`src/rtl/mem_wb_buffer.sv`:
```
// Purpose: two-entry elastic MEM->WB pipeline register with head/skid storage and EX bypass tap.
// Latency: 1 cycle from in_fire to out_valid (empty, or one entry with head consumed same cycle).
// Backpressure: absorbs one stalled cycle in the skid entry; in_ready is a registered ~skid_valid.
//
// Ports:
//   clk, rst_n                 clock, asynchronous active-low reset
//   in_valid / in_ready        MEM-side handshake
//   in_alu_result, in_mem_data write-back mux operands captured from MEM
//   in_mem_to_reg, in_rd,      write-back select, destination register, write enable
//   in_reg_write
//   flush                      squash every held entry at the next edge
//   out_valid / out_ready      WB-side handshake, head entry only
//   out_alu_result,            head operands and select for the 64-bit write-back mux
//   out_mem_data, out_sel
//   out_rd, out_reg_write      register file write port (write enable qualified by out_valid)
//   fwd_valid/fwd_rd/fwd_data  resolved head result for the EX-stage bypass network
//   occupancy                  number of entries held (0..2)
module mem_wb_buffer #(
    parameter int DATA_W = 64,
    parameter int REG_W  = 5
) (
    input  logic              clk,
    input  logic              rst_n,

    input  logic              in_valid,
    output logic              in_ready,
    input  logic [DATA_W-1:0] in_alu_result,
    input  logic [DATA_W-1:0] in_mem_data,
    input  logic              in_mem_to_reg,
    input  logic [REG_W-1:0]  in_rd,
    input  logic              in_reg_write,

    input  logic              flush,

    output logic              out_valid,
    input  logic              out_ready,
    output logic [DATA_W-1:0] out_alu_result,
    output logic [DATA_W-1:0] out_mem_data,
    output logic              out_sel,
    output logic [REG_W-1:0]  out_rd,
    output logic              out_reg_write,

    output logic              fwd_valid,
    output logic [REG_W-1:0]  fwd_rd,
    output logic [DATA_W-1:0] fwd_data,

    output logic [1:0]        occupancy
);

    // X31 is the zero register: writes to it are architecturally discarded.
    localparam logic [REG_W-1:0] XZR = REG_W'(31);

    typedef struct packed {
        logic [DATA_W-1:0] alu;
        logic [DATA_W-1:0] mem;
        logic              sel;
        logic [REG_W-1:0]  rd;
        logic              we;
    } entry_t;

    localparam entry_t ENTRY_ZERO = '0;

    logic   h_vld;
    logic   s_vld;
    entry_t h_dat;
    entry_t s_dat;
    entry_t in_dat;
    logic   in_fire;
    logic   out_fire;

    // Data is stored unchanged for rd==XZR; only the write enable is dropped.
    always_comb begin
        in_dat     = ENTRY_ZERO;
        in_dat.alu = in_alu_result;
        in_dat.mem = in_mem_data;
        in_dat.sel = in_mem_to_reg;
        in_dat.rd  = in_rd;
        in_dat.we  = in_reg_write & (in_rd != XZR);
    end

    // Skid valid is a flop, so in_ready never combinationally depends on out_ready.
    assign in_ready = ~s_vld;
    assign in_fire  = in_valid & in_ready;
    assign out_fire = h_vld & out_ready;

    // State is the pair {h_vld, s_vld}: 00 empty, 10 one entry, 11 full.
    // Payload registers are only loaded on a capture, so the outputs stay
    // stable while the head is invalid.
    always_ff @(posedge clk or negedge rst_n) begin
        if (!rst_n) begin
            h_vld <= 1'b0;
            s_vld <= 1'b0;
            h_dat <= ENTRY_ZERO;
            s_dat <= ENTRY_ZERO;
        end else if (flush) begin
            // Any same-cycle capture is dropped; a consumed head is simply gone.
            h_vld <= 1'b0;
            s_vld <= 1'b0;
        end else begin
            case ({h_vld, s_vld})
                2'b00: begin
                    if (in_fire) begin
                        h_vld <= 1'b1;
                        h_dat <= in_dat;
                    end
                end
                2'b10: begin
                    if (in_fire && out_fire) begin
                        h_dat <= in_dat;
                    end else if (in_fire) begin
                        s_vld <= 1'b1;
                        s_dat <= in_dat;
                    end else if (out_fire) begin
                        h_vld <= 1'b0;
                    end
                end
                2'b11: begin
                    // in_ready is low here, so only a drain can happen.
                    if (out_fire) begin
                        h_dat <= s_dat;
                        s_vld <= 1'b0;
                    end
                end
                default: begin
                    // Skid without head is unreachable; recover to empty.
                    h_vld <= 1'b0;
                    s_vld <= 1'b0;
                end
            endcase
        end
    end

    assign out_valid      = h_vld;
    assign out_alu_result = h_dat.alu;
    assign out_mem_data   = h_dat.mem;
    assign out_sel        = h_dat.sel;
    assign out_rd         = h_dat.rd;
    assign out_reg_write  = h_vld & h_dat.we;

    // Bypass only from the head: the skid entry is always younger.
    assign fwd_valid = out_reg_write;
    assign fwd_rd    = h_dat.rd;
    assign fwd_data  = h_dat.sel ? h_dat.mem : h_dat.alu;

    assign occupancy = {1'b0, h_vld} + {1'b0, s_vld};

endmodule
```
`config.mk`:
```
export PLATFORM = sky130hd
export DESIGN_NAME = mem_wb_buffer
export DESIGN_NICKNAME = d
export VERILOG_FILES = /design/src/rtl/mem_wb_buffer.sv
export SDC_FILE = /design/constraint.sdc
export NUM_CORES = 1
export LEC_CHECK = 0
export BUFFER_PORTS_ARGS = -buffer_cell sky130_fd_sc_hd__buf_2
export CORE_ASPECT_RATIO = 1.1
export CORE_MARGIN = 2
export CORE_UTILIZATION = 35
export CTS_BUF_LIST = sky130_fd_sc_hd__clkbuf_8
export DETAILED_ROUTE_END_ITERATION = 7
export PLACE_DENSITY = 0.57
export SLEW_MARGIN = 25
export SYNTH_ARGS = -nofsm -noshare
export SYNTH_HDL_FRONTEND = slang
export SYNTH_SLANG_ARGS = --single-unit
export TNS_END_PERCENT = 5
```
`constraint.sdc`:
```
create_clock -name clk -period 2.24 [get_ports clk]
set_input_delay 0.448 -clock clk [delete_from_list [all_inputs] [get_ports clk]]
set_output_delay 0.448 -clock clk [all_outputs]
set_load 0.02 [all_outputs]
```
After elaboration in Yosys (flattened, before gate mapping)
Index checks and enable logic that the tools add are counted.
{"block": "word_totals", "elab_cells": 55, "in_bits": 140, "register_bits": 272, "output_inout_bits": 209}
{"block": "classes", "reduce_logical": 7, "n_mux": 14, "add_sub_neg": 1, "eq_ne": 14, "n_bitwise": 7}
{"operator": "2-to-1 mux 135 bit", "n": 3}
{"operator": "one-hot mux 135 bit (3 select lines)", "n": 1}
{"operator": "2-to-1 mux 64 bit", "n": 1}
{"operator": "inequality test 3 bit, second input constant", "n": 6}
{"operator": "inequality test 2 bit, second input constant", "n": 5}
{"operator": "AND reduction 5 bit", "n": 2}
{"operator": "AND reduction 4 bit", "n": 2}
{"operator": "2-to-1 mux 1 bit", "n": 7}
{"operator": "one-hot mux 1 bit (3 select lines)", "n": 2}
{"operator": "inequality test 5 bit, second input constant", "n": 1}
{"operator": "bitwise AND 1 bit", "n": 4}
{"operator": "== test 2 bit, second input constant", "n": 2}
{"operator": "inverter 1 bit", "n": 3}
{"operator": "nonzero test 3 bit", "n": 1}
{"operator": "adder 1 x 1 -> 2 bit", "n": 1}
{"operator": "logical NOT 2 bit", "n": 1}
{"operator": "logical AND 1 bit", "n": 1}

Depth between registers and ports, before layout
{"block": "depth", "word_depth": 6, "ltp_mapped": 8, "depth_no_buf": 5}

Least setup slack after synthesis
No wires, ideal clock.
{"block": "synth_path", "path_kind": "register -> register", "start": "register h_vld, in the netlist out_valid", "end": "register h_dat (netlist bit fwd_rd[0])", "t_required_ps": 2115, "synth_period_minus_slack_ps": 2275, "path_stages_with_launch": 7, "arrival_ps": 2151, "setup_ps": 125, "setup_slack_ps": -35, "path_buffers": 3, "path_cell_list": "dfrtp_1 ha_1 buf_2 buf_2 buf_1 mux2_2 mux2_2"}
{"block": "synth_between", "elab_chain_len": 4, "elab_cells_between_ends": 11, "cone_classes": "eq/ne: 5; mux: 1; bitwise: 1; reduce/logical: 4"}
{"item": "start: declaration", "line": "63", "rtl": "logic h_vld;"}
{"item": "start signal: assignment", "line": "91", "rtl": "h_vld <= 1'b0;"}
{"item": "start signal: assignment", "line": "97", "rtl": "h_vld <= 1'b0;"}
{"item": "start signal: assignment", "line": "103", "rtl": "h_vld <= 1'b1;"}
{"item": "bitwise AND 1 bit", "line": "84", "rtl": "assign out_fire = h_vld & out_ready;"}
{"item": "logical AND 1 bit", "line": "108", "rtl": "if (in_fire && out_fire) begin"}
{"item": "inequality test 2 bit (no source line)"}
{"item": "AND reduction 5 bit (no source line)"}
{"item": "end signal: assignment", "line": "104", "rtl": "h_dat <= in_dat;"}
{"item": "end signal: assignment", "line": "109", "rtl": "h_dat <= in_dat;"}
{"item": "end signal: assignment", "line": "120", "rtl": "h_dat <= s_dat;"}
{"item": "end: declaration", "line": "65", "rtl": "entry_t h_dat;"}
Several ways; a longest one is shown, not always the timed one.
A chain may end at the register's enable or synchronous reset.

Worst setup path in the final report
{"block": "layout_path", "start": "register h_dat (netlist bit out_sel)", "end": "output fwd_data[11]"}
{"block": "layout_between", "elab_chain_len": 1}
{"item": "2-to-1 mux 64 bit", "line": "143", "rtl": "assign fwd_data = h_dat.sel ? h_dat.mem : h_dat.alu;"}
{"item": "end: declaration", "line": "45", "rtl": "output logic [DATA_W-1:0] fwd_data,"}
No other way between the ends.

==> impl_metrics.env <==
export IMPL_portBuffers=348
export IMPL_p_leak_uw=0.007583
export IMPL_syn2layout_area_growth_pct=18.89
export IMPL_grt_pass1_wl_mm=48.75
export IMPL_drtIter0Drc=132
export IMPL_cts_root_buf="clkbuf_8"
export IMPL_synth_avg_cell_area_um2=14.35
export IMPL_hold_path_class="in -> reg"
export IMPL_gp_congestion=0.7296
export IMPL_grt_setup_unrepaired="yes"
export IMPL_die_h_um=212.3
export IMPL_place_area_um2=15260
export IMPL_worst_path_max_fanout=37
export IMPL_period_share_pct=101.2
export IMPL_htreeDepth=2
export IMPL_yosysWarnings=0
export IMPL_vdd_ir_drop_max_uv=610.0
export IMPL_insertion_delay_ns=0.59
export IMPL_required_ns=1.79
export IMPL_seq_area_frac_synth_pct=49.29
export IMPL_yosys_area_top_type_share_pct=49.29
export IMPL_fmax_mhz=441.2
export IMPL_synthesis_area_um2=13810
export IMPL_period_needed_ns=2.266
export IMPL_clk_pin_slew_worst_paths_ns=0.06
export IMPL_violations="negative setup slack"
export IMPL_grt_pass1_vias=8450
export IMPL_crit_chain="buf_12 > mux2_2 > buf_2"
export IMPL_core_area_um2=39080
export IMPL_slowest_delay_ns=0.44
export IMPL_wl_per_cell_um=17.83
export IMPL_fin_skew_ns=0.01104
export IMPL_grt_util_all_layers_pct=15.11
export IMPL_multiInputGateArea_um2=5663
export IMPL_postRouteAntennaNets=0
export IMPL_hold_path_depth=2
export IMPL_ys_types=26
export IMPL_numCtsBuffers=50
export IMPL_vias=8218
export IMPL_powerDensity_nw_per_um2=1174
export IMPL_holdWs_ns=0.09204
export IMPL_outcome="complete, but fails checks"
export IMPL_setup_ws_ns=-0.02636
export IMPL_nets=1343
export IMPL_slew_headroom_pct=73.03
export IMPL_start_util_pct=35.33
export IMPL_via_per_inst=4.691
export IMPL_dp_hpwl_mm=21.24
export IMPL_worstPathArrival_ns=1.82
export IMPL_grt_ovfl_total=0
export IMPL_pin_count=349
export IMPL_slew_viol_final=0
export IMPL_setup_viol=27
export IMPL_syn_inst=962
export IMPL_cts_sinks=272
export IMPL_grt_max_degree=74
export IMPL_die_width_um=193.4
export IMPL_critical_path_class="reg -> out"
export IMPL_maxCapViolations=0
export IMPL_endpoint_kind="output pin"
export IMPL_cts_tree="done"
export IMPL_syn_nets=1106
export IMPL_drc=0
export IMPL_finalInstanceArea_um2=16420
export IMPL_yosysTopAreaCell="dfrtp_1"
export IMPL_start_kind="register"
export IMPL_yosys_top_cells_area="dfrtp_1, mux2_2, buf_4"
export IMPL_drt_pass1_iter_count=4
export IMPL_regArea_um2=6812
export IMPL_worstMarginPinSlew_ns=0.3993
export IMPL_most_common_layout_cells="mux2_2, buf_2, dfrtp_1"
export IMPL_fill_cells=3730
export IMPL_hold_viol_final=0
export IMPL_antenna_found_initial=11
export IMPL_num_rows=76
export IMPL_final_common_cell="mux2_2"
export IMPL_rr_worst_depth=6
export IMPL_clockBufferDepth=3
export IMPL_finalWirelength_mm=31.23
export IMPL_final_layout_size_suffix_gt1_share_pct=74.56
export IMPL_die_area_um2=41060
export IMPL_ys_seq_elements=272
export IMPL_crit_slowest_cell="dfrtp_4"
==> metrics by stage <==
stage | setup TNS (ns) | utilization [%] | cells | power [uW] | setup WS, ns
global route | -5.818 | 42.00 | 1751 | 20460 | -0.1162
finish | -0.2483 | 42.01 | 1752 | 19280 | -0.02636
detailed placement | 0 | 39.05 | 1649 | 14560 | 0.003572
global placement | 0 | 39.05 | 1649 | 14370 | 0.02755
CTS | -4.997 | 41.93 | 1743 | 19650 | -0.09725
floorplan | -2.542 | - | 962 | 13290 | -0.03187
==> kinds of logic (layout without fill, tap and decap cells) <==
logic type,count (synthesis),count (layout),share of synthesized area (%)
muxes,469,469,39.59
AOI/OAI and AO/OA,9,9,0.5073
adders and majority gates,4,4,0.3624
other,0,7,0
and+or+nand+nor,10,10,0.3987
buffers and inverters,198,474,9.858
DFF,272,272,49.29
==> cells in the mapped netlist (all sizes together) <==
library cell,count
dfrtp,272
mux2i,2
a31o,1
nor2b,1
buf,185
nand4b,1
o221a,1
a41oi,1
nor2,4
o21ai,1
and3,1
a21o,1
clkbuf,7
a211oi,2
ha,4
and2,2
inv,6
nand2,1
o32ai,1
a21oi,1
mux2,467
==> sequential cells by signal (all words and copies together), names as in the netlist <==
| signal | count |
|---|---|
| s_vld | 1 |
| out_alu_result | 64 |
| out_valid | 1 |
| s_dat | 135 |
| h_dat | 1 |
| out_mem_data | 64 |
| fwd_rd | 5 |
| out_sel | 1 |
==> final timing paths <==
kind,from,endpoint,slack [ns]
worst min-delay path,in_mem_data[3],s_dat[10]$_DFFE_PN0P_,0.09
worst min register to register,s_dat[96]$_DFFE_PN0P_,s_dat[96]$_DFFE_PN0P_,0.50
worst max-delay path,out_sel$_DFFE_PN0P_,fwd_data[11],-0.03
max in group asynchronous,rst_n,out_valid$_DFFE_PN0P_,1.24
worst max register to register,s_vld$_DFFE_PN0P_,out_alu_result[45]$_DFFE_PN0P_,0.20
min in group asynchronous,rst_n,s_dat[49]$_DFFE_PN0P_,0.31
==> layer usage <==
metal  track usage [%]  up-vias  routed length (um)
met4             6.870        6                 966
li1                  -     3760                   -
met5                 0        -                  44
met1             19.29     4129               13460
met2             24.03      257               14850
met3             4.061       66                1904
==> worst max-delay path: cells and delay by family, from the launching register on <==
kind / cells / cell delay, ns
DFF: 1 / 0.44
buffers and inverters: 2 / 0.40
muxes: 1 / 0.37
==> final cells by class <==
class	instances	share of cell area [%]
Antenna cell	7	0.1067
Clock buffer	71	5.952
Clock inverter	20	0.5030
Inverter	6	0.1372
Multi-Input combinational cell	492	34.49
Sequential cell	272	41.49
Tap cell	507	3.864
Timing Repair Buffer	377	13.46
==> power by group <==
group / total, uW / internal [uW] / leakage, uW / switching, uW
combinational: 6510 / 3250 / 0.00374 / 3260
sequential: 7900 / 6750 / 0.00323 / 1150
clock: 4870 / 2790 / 0.000608 / 2090
total: 19300 / 12800 / 0.00758 / 6500
==> timing repair <==
item | in CTS | in global routing
resized for setup | 3 | 0
cloned | 1 | 0
setup buffers | 0 | 2
hold buffers | 2 | 0
pin swaps | 0 | 1
hold endpoints to repair | 47 | 0
setup endpoints to repair | 93 | 142
Note: power is estimated with default switching activity, not from simulation.
